==> config.mk <==
export PLATFORM = sky130hd
export DESIGN_NAME = cache_arbiter
export DESIGN_NICKNAME = d
export VERILOG_FILES = /design/src/rtl/cache_arbiter_pkg.sv /design/src/rtl/cache_arbiter_rr_pick.sv /design/src/rtl/cache_arbiter.sv
export SDC_FILE = /design/constraint.sdc
export NUM_CORES = 1
export LEC_CHECK = 0
export ABC_CLOCK_PERIOD_IN_PS = 3300
export BUFFER_PORTS_ARGS = -buffer_cell sky130_fd_sc_hd__buf_2
export CAP_MARGIN = 20
export CORE_AREA = 2 2 549 551
export CTS_BUF_LIST = sky130_fd_sc_hd__clkbuf_4 sky130_fd_sc_hd__clkbuf_8 sky130_fd_sc_hd__clkbuf_16
export DETAILED_ROUTE_END_ITERATION = 6
export DIE_AREA = 0 0 551 553
export SYNTH_ARGS = -nofsm -noshare
export SYNTH_HDL_FRONTEND = slang
export SYNTH_SLANG_ARGS = --single-unit
==> constraint.sdc <==
create_clock -name clk -period 3.3 [get_ports clk]
set_input_delay 0.33 -clock clk [delete_from_list [all_inputs] [get_ports clk]]
set_output_delay 0.33 -clock clk [all_outputs]
set_load 0.005 [all_outputs]
==> src/rtl/cache_arbiter_pkg.sv <==
// rtl/cache_arbiter_pkg.sv - shared types for the L1-to-L2 port arbiter
// Purpose: FSM state and requester-side enumerations used by cache_arbiter
//          and its round-robin picker.
// Ports:   none (package).
package cache_arb_types;

  typedef enum logic [1:0] {
    IDLE,
    SERVE_I,
    SERVE_D,
    RELEASE
  } arb_state_t;

  typedef enum logic {
    SIDE_I,
    SIDE_D
  } arb_side_t;

endpackage

==> src/rtl/cache_arbiter_rr_pick.sv <==
// rtl/cache_arbiter_rr_pick.sv - combinational two-way round-robin choice
// Purpose: picks which L1 side gets the L2 port when the arbiter is idle.
// Ports:
//   i_req      in   I-side request pending
//   d_req      in   D-side request pending (read or write-back)
//   last_grant in   side granted most recently
//   grant      out  chosen side (meaningful only when valid=1)
//   valid      out  at least one side is requesting
module arb_rr_pick
  import cache_arb_types::*;
(
  input  logic      i_req,
  input  logic      d_req,
  input  arb_side_t last_grant,
  output arb_side_t grant,
  output logic      valid
);

  always_comb begin
    valid = i_req | d_req;
    grant = SIDE_I;
    if (i_req && d_req) begin
      // Contended: the side that did not go last wins.
      grant = (last_grant == SIDE_I) ? SIDE_D : SIDE_I;
    end else if (d_req) begin
      grant = SIDE_D;
    end
  end

endmodule

==> src/rtl/cache_arbiter.sv <==
// rtl/cache_arbiter.sv - shares one L2 port between the L1 I and D miss paths
// Purpose: grants one L1 side per transaction in round-robin order, forwards
//          the L2 command of the granted side, returns the L2 completion to
//          that side only, and counts cycles a request waits on the other grant.
// Ports:
//   clk, reset                          clock; asynchronous active-high reset
//   i_read, i_address                   I-side line read request
//   i_rdata, i_resp                     I-side read line and completion pulse
//   d_read, d_write, d_address, d_wdata D-side read / write-back request
//   d_rdata, d_resp                     D-side read line and completion pulse
//   l2_read, l2_write, l2_address,
//   l2_wdata                            command to L2
//   l2_rdata, l2_resp                   L2 read line and completion pulse
//   contention_cnt                      saturating blocked-request cycle count
module cache_arbiter
  import cache_arb_types::*;
#(
  parameter int LINE_WIDTH = 256,
  parameter int ADDR_WIDTH = 32,
  parameter int CNT_WIDTH  = 32
) (
  input  logic                  clk,
  input  logic                  reset,
  input  logic                  i_read,
  input  logic [ADDR_WIDTH-1:0] i_address,
  output logic [LINE_WIDTH-1:0] i_rdata,
  output logic                  i_resp,
  input  logic                  d_read,
  input  logic                  d_write,
  input  logic [ADDR_WIDTH-1:0] d_address,
  input  logic [LINE_WIDTH-1:0] d_wdata,
  output logic [LINE_WIDTH-1:0] d_rdata,
  output logic                  d_resp,
  output logic                  l2_read,
  output logic                  l2_write,
  output logic [ADDR_WIDTH-1:0] l2_address,
  output logic [LINE_WIDTH-1:0] l2_wdata,
  input  logic [LINE_WIDTH-1:0] l2_rdata,
  input  logic                  l2_resp,
  output logic [CNT_WIDTH-1:0]  contention_cnt
);

  arb_state_t           state_q, state_d;
  arb_side_t            last_grant_q, last_grant_d;
  logic [CNT_WIDTH-1:0] cnt_q, cnt_d;

  logic      d_req;
  logic      pick_valid;
  arb_side_t pick_side;

  assign d_req = d_read | d_write;

  arb_rr_pick u_rr_pick (
    .i_req      (i_read),
    .d_req      (d_req),
    .last_grant (last_grant_q),
    .grant      (pick_side),
    .valid      (pick_valid)
  );

  always_ff @(posedge clk or posedge reset) begin
    if (reset) begin
      state_q      <= IDLE;
      last_grant_q <= SIDE_D;
      cnt_q        <= '0;
    end else begin
      state_q      <= state_d;
      last_grant_q <= last_grant_d;
      cnt_q        <= cnt_d;
    end
  end

  always_comb begin
    state_d      = state_q;
    last_grant_d = last_grant_q;
    cnt_d        = cnt_q;
    l2_read      = 1'b0;
    l2_write     = 1'b0;
    l2_address   = '0;
    l2_wdata     = '0;
    i_resp       = 1'b0;
    d_resp       = 1'b0;

    case (state_q)
      IDLE: begin
        if (pick_valid) begin
          state_d      = (pick_side == SIDE_I) ? SERVE_I : SERVE_D;
          last_grant_d = pick_side;
        end
      end

      SERVE_I: begin
        l2_read    = i_read;
        l2_address = i_address;
        i_resp     = l2_resp;
        if (l2_resp) state_d = RELEASE;
        if (d_req && !(&cnt_q)) cnt_d = cnt_q + 1'b1;
      end

      SERVE_D: begin
        // A write-back wins if the L1 ever raises both commands.
        l2_write   = d_write;
        l2_read    = d_read & ~d_write;
        l2_address = d_address;
        l2_wdata   = d_wdata;
        d_resp     = l2_resp;
        if (l2_resp) state_d = RELEASE;
        if (i_read && !(&cnt_q)) cnt_d = cnt_q + 1'b1;
      end

      // One dead cycle so a requester still holding its line after the
      // completion pulse is not granted a second time.
      RELEASE: state_d = IDLE;

      default: state_d = IDLE;
    endcase
  end

  assign i_rdata        = l2_rdata;
  assign d_rdata        = l2_rdata;
  assign contention_cnt = cnt_q;

endmodule
==> impl_metrics.toml <==
[status]
outcome = "complete, no violations"

[die]
row_count = 201
die_h_um = 553
die_area_um2 = 305000
io_pins = 1418
start_util = 0.0265
die_w_um = 551
coreArea_um2 = 299000

[global_routing]
grt_pass1_vias = 7995
grt_pass1_wl_mm = 245
antenna_found_initial = 251
gr-total-overflow = 0
globalRouteTotalUtil = 0.142
grt_max_degree = 115

[yosys]
ys_seq_elements = 35
ys.flop_type = "dfrtp_1"
postSynth.asyncResetShare = 1.00
synth.avg_cell_area_um2 = 7.47
ys_types = 41
synth_nets = 1644
syn-cell-area_um2 = 7910
yosysWarningCount = 0
synth-edff-count = 0
syn_inst = 1058
seq_area_frac_synth = 0.111

[power_and_ir_drop]
p_int_uw = 2650
pwr-share-comb = 0.821
pwr-share-clk = 0.081
total_power_uw = 6760
switchingPower_uw = 4110
p_leak_uw = 0.00466
powerDensity_nw_per_um2 = 539
swShare = 0.608
seqPwrFrac = 0.098
peakVddDrop_v = 0.000442

[worst_hold_path]
hold_path_class = "in2async"

[clock_network]
clk_latency_ps = 300
path_clk_slew_ps = 80
cts_root_buf = "clkbuf_16"
post-cts-setup-buffer-count = 0
cts_tree = "yes"
cts.sinks = 35
cts_resized = 0
cts_hold_buf = 0
htree_levels = 2
ctsLongestPathBuffers = 2
numCtsBuffers = 5

[finish]
fin_nets = 1756
nFillCells = 35700
syn_to_final_growth_pct = 58.7
final_cell_mix = "buf_2, and2_1, nor2_1"
drive_gt1_frac = 0.592
utilization = 0.0420
layout_commonest_cell = "buf_2"

[timing]
max_freq_mhz = 352
rsz0062_at_grt = "no"
period_share = 0.861
period_needed_ps = 2840
tns_ps = 0
hold_viol_final = 0
fin_worst_skew_ps = 25.3
drv_slew = 0
hold_slack_ps = 130
slew-limit-headroom = 0.345
setup_viol = 0
worst_slew_pin_slew_ps = 982

[placement]
globalplace.congestion = 0.776
hpwl_mm = 216
portBuffers = 649

[drt]
drc = 0
firstDrtPassIters = 5
routed_wl_mm = 227
vias = 9016
drt.antenna.violating_nets = 0
drt-initial-drc-count = 487
via_per_inst = 1.74
wl_per_cell_um = 43.7

[setup_path]
crit_arrival_ps = 2510
crit_path_start = "state_q[0]"
slowest_delay_ps = 470
slowest_stage = "buf_4"
startpoint_type = "flip-flop"
path_class = "reg2out"
crit_fanout = 49
crit_chain = "inv_1 > ha_4 > buf_12 > buf_4 > a22oi_1 > nor2_1 > buf_2"
rr_startpoint = "state_q[1]"
endpoint_kind = "output pin"
required_ps = 2970

[flow_run]
maxCapViolations = 0
[layout make-up]
cell class	instances	area [um2]	share of cell area
Tap cell	3958	4950	0.395
Timing Repair Buffer	661	3390	0.270
Multi-Input combinational cell	457	2980	0.238
Sequential cell	35	877	0.0699
Antenna cell	64	160	0.0128
Clock buffer	7	146	0.0117
Inverter	10	37.5	0.00299
Clock inverter	1	5.00	0.000399
[logic make-up after synthesis]
| kind of cell | Yosys count | share of synthesized area |
|---|---|---|
| and+or+nand+nor | 377 | 0.291 |
| AOI/OAI and AO/OA | 46 | 0.0423 |
| muxes | 3 | 0.00427 |
| adders and majority gates | 4 | 0.00633 |
| DFF | 35 | 0.111 |
| xor gates and xnor gates | 27 | 0.0299 |
| buffers and inverters | 566 | 0.515 |
[critical path: cells and delay by family, from the launching register on]
family | cells | cell delay (ps)
AND/OR/NAND/NOR | 1 | 210
flip-flops | 1 | 420
buffers and inverters | 4 | 1000
AO/OA/AOI/OAI | 1 | 330
adder cells (fa/ha/maj) | 1 | 180
[state kept, by name, summed over array words and instances (netlist names)]
| register | count |
|---|---|
| state_q | 2 |
| contention_cnt | 32 |
| last_grant_q | 1 |
[stage by stage]
step	std cells	setup WS, ps	cell area, um2
6_report	5193	459	12500
3_3_place_gp	5121	559	12200
3_5_place_dp	5121	641	12200
5_1_grt	5153	372	12400
2_1_floorplan	1058	1410	7910
4_1_cts	5129	466	12400
[worst paths after layout]
path / endpoint / slack [ps] / depth (start not counted)
worst max-delay path: l2_address[27] / 460 / 7
worst min-delay path: state_q[0] / 130 / 3
worst max register to register: contention_cnt[3] / 740 / 7
worst min register to register: contention_cnt[28] / 500 / 1
max in group asynchronous: contention_cnt[31] / 2720 / 3
min in group clk: last_grant_q / 380 / 4
[synth_stat cells, types with 3 or more instances]
master	instances	area [um2]
o21ai_0	7	35.0
dfrtp_1	34	851
and3_4	3	33.8
buf_4	514	3860
nand4_1	7	43.8
ha_1	4	50.1
nor2_1	40	150
clkbuf_1	37	139
inv_1	9	33.8
and4_1	3	26.3
xor2_1	22	193
nor4_2	9	113
nand3_1	11	55.1
and2_1	260	1630
nor3_1	12	60.1
a22oi_1	32	240
xnor2_1	5	43.8
nand2_1	17	63.8
[power by group through the flow]
stage / sequential [uW] / combinational (uW) / clock, uW
after floorplan: 641 / 2400 / 0
after global placement: 663 / 5800 / 0
after detailed placement: 668 / 5820 / 0
after CTS: 660 / 5840 / 585
after global routing: 679 / 6030 / 589
final: 665 / 5550 / 548
[layer usage]
metal	wire, um	part of all wire	vias to the layer above	track usage
li1	-	-	3111	-
met1	39500	0.17	3493	0.0700
met2	101000	0.44	1685	0.227
met3	73500	0.32	595	0.216
met4	12000	0.053	132	0.0632
met5	895	0.0039	-	0.00111
No activity file was read; power rests on OpenSTA's default activity.
